===== src/rtl/prog_load_ctrl.sv =====
// Serial program loader: parses a 16-bit word-count header and packs little-endian bytes into 32-bit IMEM writes.
// Optional trailing XOR checksum byte enabled by defining PROG_CHECKSUM_EN.
module prog_load_ctrl #(
    parameter int ADDR_W = 10,
    parameter int DEPTH  = 1024
) (
    input  logic              clk,
    input  logic              rst_n,
    input  logic              start,
    input  logic              rx_valid,
    input  logic [7:0]        rx_byte,
    output logic              mem_we,
    output logic [ADDR_W-1:0] mem_addr,
    output logic [31:0]       mem_wdata,
    output logic              cpu_hold,
    output logic              busy,
    output logic              done,
    output logic              error,
    output logic [15:0]       word_count
);

    typedef enum logic [2:0] {
        S_IDLE,
        S_LEN_HI,
        S_LEN_LO,
        S_DATA,
`ifdef PROG_CHECKSUM_EN
        S_CHK,
`endif
        S_DONE,
        S_ERR
    } state_t;

    localparam logic [16:0]       DEPTH_W   = 17'(DEPTH);
    localparam logic [ADDR_W-1:0] LAST_ADDR = ADDR_W'(DEPTH - 1);
    localparam logic [ADDR_W-1:0] ADDR_ONE  = ADDR_W'(1);

    state_t            state_q, state_d;
    logic              start_q, start_d;
    logic [15:0]       len_q, len_d;
    logic [1:0]        bidx_q, bidx_d;
    logic [23:0]       asm_q, asm_d;
    logic [31:0]       wdata_q, wdata_d;
    logic              we_q, we_d;
    logic [ADDR_W-1:0] addr_q, addr_d;
    logic [15:0]       wc_q, wc_d;
`ifdef PROG_CHECKSUM_EN
    logic [7:0]        xor_q, xor_d;
`endif

    logic        start_edge;
    logic [15:0] len_rx;
    logic        last_wr;

    assign start_edge = start & ~start_q;
    assign len_rx     = {len_q[15:8], rx_byte};
    assign last_wr    = we_q && ((wc_q + 16'd1) == len_q);

    always_comb begin
        state_d = state_q;
        start_d = start;
        len_d   = len_q;
        bidx_d  = bidx_q;
        asm_d   = asm_q;
        wdata_d = wdata_q;
        we_d    = 1'b0;
        addr_d  = addr_q;
        wc_d    = wc_q;
`ifdef PROG_CHECKSUM_EN
        xor_d   = xor_q;
`endif
        case (state_q)
            S_IDLE, S_DONE, S_ERR: begin
                if (start_edge) begin
                    state_d = S_LEN_HI;
                    len_d   = '0;
                    bidx_d  = '0;
                    addr_d  = '0;
                    wc_d    = '0;
`ifdef PROG_CHECKSUM_EN
                    xor_d   = '0;
`endif
                end
            end
            S_LEN_HI: begin
                if (rx_valid) begin
                    len_d[15:8] = rx_byte;
                    state_d     = S_LEN_LO;
`ifdef PROG_CHECKSUM_EN
                    xor_d       = xor_q ^ rx_byte;
`endif
                end
            end
            S_LEN_LO: begin
                if (rx_valid) begin
                    len_d = len_rx;
`ifdef PROG_CHECKSUM_EN
                    xor_d = xor_q ^ rx_byte;
`endif
                    if (len_rx == 16'd0) begin
`ifdef PROG_CHECKSUM_EN
                        state_d = S_CHK;
`else
                        state_d = S_DONE;
`endif
                    end else if ({1'b0, len_rx} > DEPTH_W) begin
                        state_d = S_ERR;
                    end else begin
                        state_d = S_DATA;
                    end
                end
            end
            S_DATA: begin
                // Address/count advance in the cycle after the write strobe.
                if (we_q) begin
                    addr_d = (addr_q == LAST_ADDR) ? '0 : addr_q + ADDR_ONE;
                    wc_d   = wc_q + 16'd1;
                end
                if (last_wr) begin
`ifdef PROG_CHECKSUM_EN
                    // A checksum byte arriving back-to-back with the final write is consumed here.
                    if (rx_valid) state_d = (rx_byte == xor_q) ? S_DONE : S_ERR;
                    else          state_d = S_CHK;
`else
                    state_d = S_DONE;
`endif
                end else if (rx_valid) begin
                    bidx_d = bidx_q + 2'd1;
`ifdef PROG_CHECKSUM_EN
                    xor_d  = xor_q ^ rx_byte;
`endif
                    case (bidx_q)
                        2'd0:    asm_d[7:0]   = rx_byte;
                        2'd1:    asm_d[15:8]  = rx_byte;
                        2'd2:    asm_d[23:16] = rx_byte;
                        default: begin
                            wdata_d = {rx_byte, asm_q};
                            we_d    = 1'b1;
                        end
                    endcase
                end
            end
`ifdef PROG_CHECKSUM_EN
            S_CHK: begin
                if (rx_valid) state_d = (rx_byte == xor_q) ? S_DONE : S_ERR;
            end
`endif
            default: state_d = S_IDLE;
        endcase
    end

    always_ff @(posedge clk) begin
        if (!rst_n) begin
            state_q <= S_IDLE;
            start_q <= 1'b0;
            len_q   <= '0;
            bidx_q  <= '0;
            asm_q   <= '0;
            wdata_q <= '0;
            we_q    <= 1'b0;
            addr_q  <= '0;
            wc_q    <= '0;
`ifdef PROG_CHECKSUM_EN
            xor_q   <= '0;
`endif
        end else begin
            state_q <= state_d;
            start_q <= start_d;
            len_q   <= len_d;
            bidx_q  <= bidx_d;
            asm_q   <= asm_d;
            wdata_q <= wdata_d;
            we_q    <= we_d;
            addr_q  <= addr_d;
            wc_q    <= wc_d;
`ifdef PROG_CHECKSUM_EN
            xor_q   <= xor_d;
`endif
        end
    end

    assign busy       = !(state_q == S_IDLE || state_q == S_DONE || state_q == S_ERR);
    assign cpu_hold   = busy;
    assign done       = (state_q == S_DONE);
    assign error      = (state_q == S_ERR);
    assign mem_we     = we_q;
    assign mem_addr   = addr_q;
    assign mem_wdata  = wdata_q;
    assign word_count = wc_q;

endmodule


===== config.mk =====
export PLATFORM = sky130hd
export DESIGN_NAME = prog_load_ctrl
export DESIGN_NICKNAME = d
export VERILOG_FILES = /design/src/rtl/prog_load_ctrl.sv
export SDC_FILE = /design/constraint.sdc
export NUM_CORES = 1
export LEC_CHECK = 0
export CORE_UTILIZATION = 40
export CTS_CLUSTER_SIZE = 40
export DETAILED_ROUTE_END_ITERATION = 6
export GPL_ROUTABILITY_DRIVEN = 0
export PLACE_DENSITY = 0.65
export SLEW_MARGIN = 20
export SYNTH_ARGS = -nofsm -noshare
export SYNTH_HDL_FRONTEND = slang
export SYNTH_SLANG_ARGS = --single-unit

===== constraint.sdc =====
create_clock -name clk -period 3 [get_ports clk]
set_input_delay 0.6 -clock clk [delete_from_list [all_inputs] [get_ports clk]]
set_output_delay 0.6 -clock clk [all_outputs]
set_load 0.05 [all_outputs]

==> results.md <==
- Status: complete, no violations
- Max-cap violations: 0
- Peak Freq: 358 MHz
- Worst hold path startpoint: mem_wdata[8]$_SDFFE_PN0P_
- Routed WL: between 10000 and 15000 microns
- Sw Share: 29.7%
- Max FO, Critical Path: 8
- Setup violators final: 0
- Largest net degree at the start of global routing: 38
- Worst path arrival time: around 3.1 ns
- Final WS setup: 0.209 ns
- Post-CTS Resized: 0
- Wirelength per Cell: 16.2 microns
- Max-slew violations: 0
- Worst ir drop on vdd: 0.259 mV
- Cell-internal power: 0.00217 W
- Hold EP: mem_wdata[8]$_SDFFE_PN0P_
- Clk Latency, worst-skew pair: 0.35 ns
- Fill cell count: 1109
- Leak: 2.57 nW
- R2R Setup Slk: 0.21 ns
- Net Switching: 0.000914 W
- Synth cell types: 57
- Post-Synthesis Cells: 562
- ANT cells: 0
- Sequential share of the synthesized area: 42.7%
- Final net count: roughly 650
- Clk slew on worst S/H paths: 0.08 ns
- Seq pwr share: 47.1%
- Final min period: roughly 2.8 ns
- CTS tree: built
- Syn Area/Cell: 8.77 sq um
- Comb pwr share: 13.4%
- Power Density: ~500 nW/um^2
- Vias: between 4k and 5k
- Grt total ovfl: 0
- Std-Cell Rows: 40
- DP HPWL: 9080 microns
- Worst r2r src: word_count[5]$_SDFFE_PN0P_
- H-tree depth: 3
- Post-CTS Hold Fix Bufs: 0
- GRT Total Usage: about a fifth
- Data required, critical path: 3.30 ns
- R2R Path End: bidx_q[1]$_SDFFE_PN0P_
- DR iter-0 viols: 365
- Post-synth EDFFs: 0
- Starting density of the core: 41.0%
- Yosys reg bits: 105
- Clock power share: 39.5%
- Ys Warns: 0
- Worst Path Class, Setup: reg -> reg
- DIE WIDTH: approximately 110 microns
- Core box area: 12000 sq um
- CP endpoint kind: flop
- R2R cell count: 8
- Final period util: 93.0%
- Chip Height: 113 microns
- Global-route wire length before repair: 20400 microns
- Tightest Pin Transition: 0.633 ns
- Post-CTS Setup Bufs: 0
- DIE AREA: ~13000 sq um
- Clk buf depth: 2
- Syn Nets: 580
- Initial antenna violation count: 0
- Vias per inst: about 5.5
- Most used DFF post-synth: dfxtp_1
- Area Growth Syn to Fin: 25.7%
- Initial DRT Pass Iterations: 6
- Hold Crit Class: reg -> reg
- Hold depth: 2
- Top Ports: 75
- Hold Violations, Final: 0
- CTS buffer count: 9
- Input/output buffers: between 70 and 80
- Sink Count: 105
- Post-Place Worst Slack: 0.201 ns
- Clock root buffer: clkbuf_16
- Vias in the first global route: 4076
- Syn Std Cell Area: just under 5000 sq um
- Post-route DRC: 0
- Skew final: 0.0124 ns
- RSZ-0062 raised after global routing: no
- Startpoint Class: flop
- Total negative slack: 0 ns
- Routed Antenna Nets: 0
- Worst rel slew slack: 57.8%
- Asr flop ratio synth: 0%
- Share of cells above drive strength 1: under 10%
-- layout make-up --
cell class | count | area (sq um) | area share [%]
multi-input cells | 418 | 2640 | 42.6
inverters | 6 | 22.5 | 0.364
flip-flops and latches | 105 | 2100 | 34.0
repair buffers | 96 | 926 | 14.9
well taps | 147 | 184 | 2.97
clock buffers | 9 | 225 | 3.64
clock inverters | 7 | 93.8 | 1.51
-- registers in the layout (all words and copies together) (netlist names) --
signal and count:
word_count 16, bidx_q 2, len_q 16, state_q 3, mem_wdata 32, start_q 1, mem_we 1, asm_q 24
mem_addr 10
-- power groups by stage --
stage / logic, W / clock network (W) / registers, W
2_1_floorplan: 0.000296 / 0 / 0.00147
5_1_grt: 0.000447 / 0.00130 / 0.00146
3_5_place_dp: 0.000408 / 0 / 0.00148
3_3_place_gp: 0.000404 / 0 / 0.00148
6_report: 0.000413 / 0.00122 / 0.00145
4_1_cts: 0.000411 / 0.00125 / 0.00145
-- critical path, cell delays in order (launching register included) --
cell and delay, ns:
dfxtp_1 0.51, nand3_2 0.22, xnor2_1 0.18, or3b_4 0.40, a2111oi_4 0.44, nand4b_4 0.16
buf_4 0.20, a2111oi_0 0.48, a41o_1 0.15
-- cells in the final DEF, fill, tap and decap left out, drive strengths merged, types with 6 or more instances in the layout --
| cell | n |
|---|---|
| buf | 23 |
| nand3 | 28 |
| nand4 | 9 |
| nor2 | 44 |
| nand2 | 108 |
| clkdlybuf4s50 | 73 |
| nor4 | 7 |
| dfxtp | 105 |
| clkbuf | 9 |
| o21ai | 24 |
| ha | 6 |
| xor2 | 9 |
| mux2i | 61 |
| a21oi | 35 |
| inv | 8 |
| nand2b | 8 |
| xnor2 | 14 |
-- cells in the mapped netlist, types with 2 or more instances --
cell type	instances	area (sq um)
o22ai_1	2	12.5
a31oi_1	2	12.5
nor2b_1	2	12.5
a22oi_1	4	30.0
nand4_1	7	43.8
nor3_1	5	25.0
nand3_2	5	50.1
o2111ai_1	2	17.5
nand2_1	108	405
or3_1	5	31.3
nand3_1	23	115
xnor2_1	14	123
o22a_1	2	17.5
nor4b_1	2	17.5
buf_6	3	33.8
dfxtp_1	105	2100
nor3b_1	3	22.5
a2111oi_0	2	17.5
buf_4	3	22.5
nand4_2	2	25.0
o21ai_0	23	115
nor2_1	44	165
ha_1	6	75.1
xor2_1	9	78.8
buf_2	4	20.0
o211ai_1	4	30.0
inv_1	5	18.8
nor4_1	6	37.5
a21oi_1	35	175
nand2b_1	8	50.1
and3_1	2	12.5
nand3b_1	2	15.0
or4_1	2	15.0
a41o_1	2	20.0
clkbuf_1	23	86.3
mux2i_1	61	611
and2_1	4	25.0
and4_1	2	17.5
-- worst max-delay path by stage --
stage	start	endpoint	slack, ns	depth (start not counted)
5_1_grt	word_count[3]$_SDFFE_PN0P_	bidx_q[0]$_SDFFE_PN0P_	0.005	8
2_1_floorplan	word_count[0]$_SDFFE_PN0P_	mem_wdata[10]$_SDFFE_PN0P_	0.09	10
4_1_cts	word_count[2]$_SDFFE_PN0P_	bidx_q[0]$_SDFFE_PN0P_	0.18	8
3_5_place_dp	word_count[2]$_SDFFE_PN0P_	bidx_q[0]$_SDFFE_PN0P_	0.20	8
6_report	word_count[5]$_SDFFE_PN0P_	bidx_q[1]$_SDFFE_PN0P_	0.21	8
3_3_place_gp	rx_byte[3]	state_q[1]$_SDFFE_PN0P_	0.28	7
-- through the flow --
step,power [W],utilization (%),area [sq um],hold WS (ns),cells
after floorplan,0.00176,-,4930,0.443,562
final,0.00308,51.6,6190,0.465,788
after CTS,0.00311,51.6,6190,0.468,788
after global placement,0.00189,48.9,5870,0.449,772
after detailed placement,0.00189,48.9,5870,0.455,772
after global routing,0.00321,51.6,6190,0.490,788
-- routing by layer --
layer  share of wire [%]  global-route usage [%]
met5                   0                       0
met4                 2.0                    7.28
met3                 4.9                    3.59
met2                  47                    33.3
met1                  46                    27.0
-- logic make-up (layout without fill, tap and decap cells) --
kind of cell             count (synthesis)  count (layout)  share of synthesized area, %
adder cells (fa/ha/maj)                  6               6                          1.52
multiplexers                            62              62                          12.6
AND/OR/NAND/NOR                        239             239                          23.9
buffers and inverters                   39             118                          3.76
AO/OA/AOI/OAI                           87              87                          11.0
XOR/XNOR                                24              24                          4.57
flip-flops                             105             105                          42.7
Power figures use the tool's default switching activity.
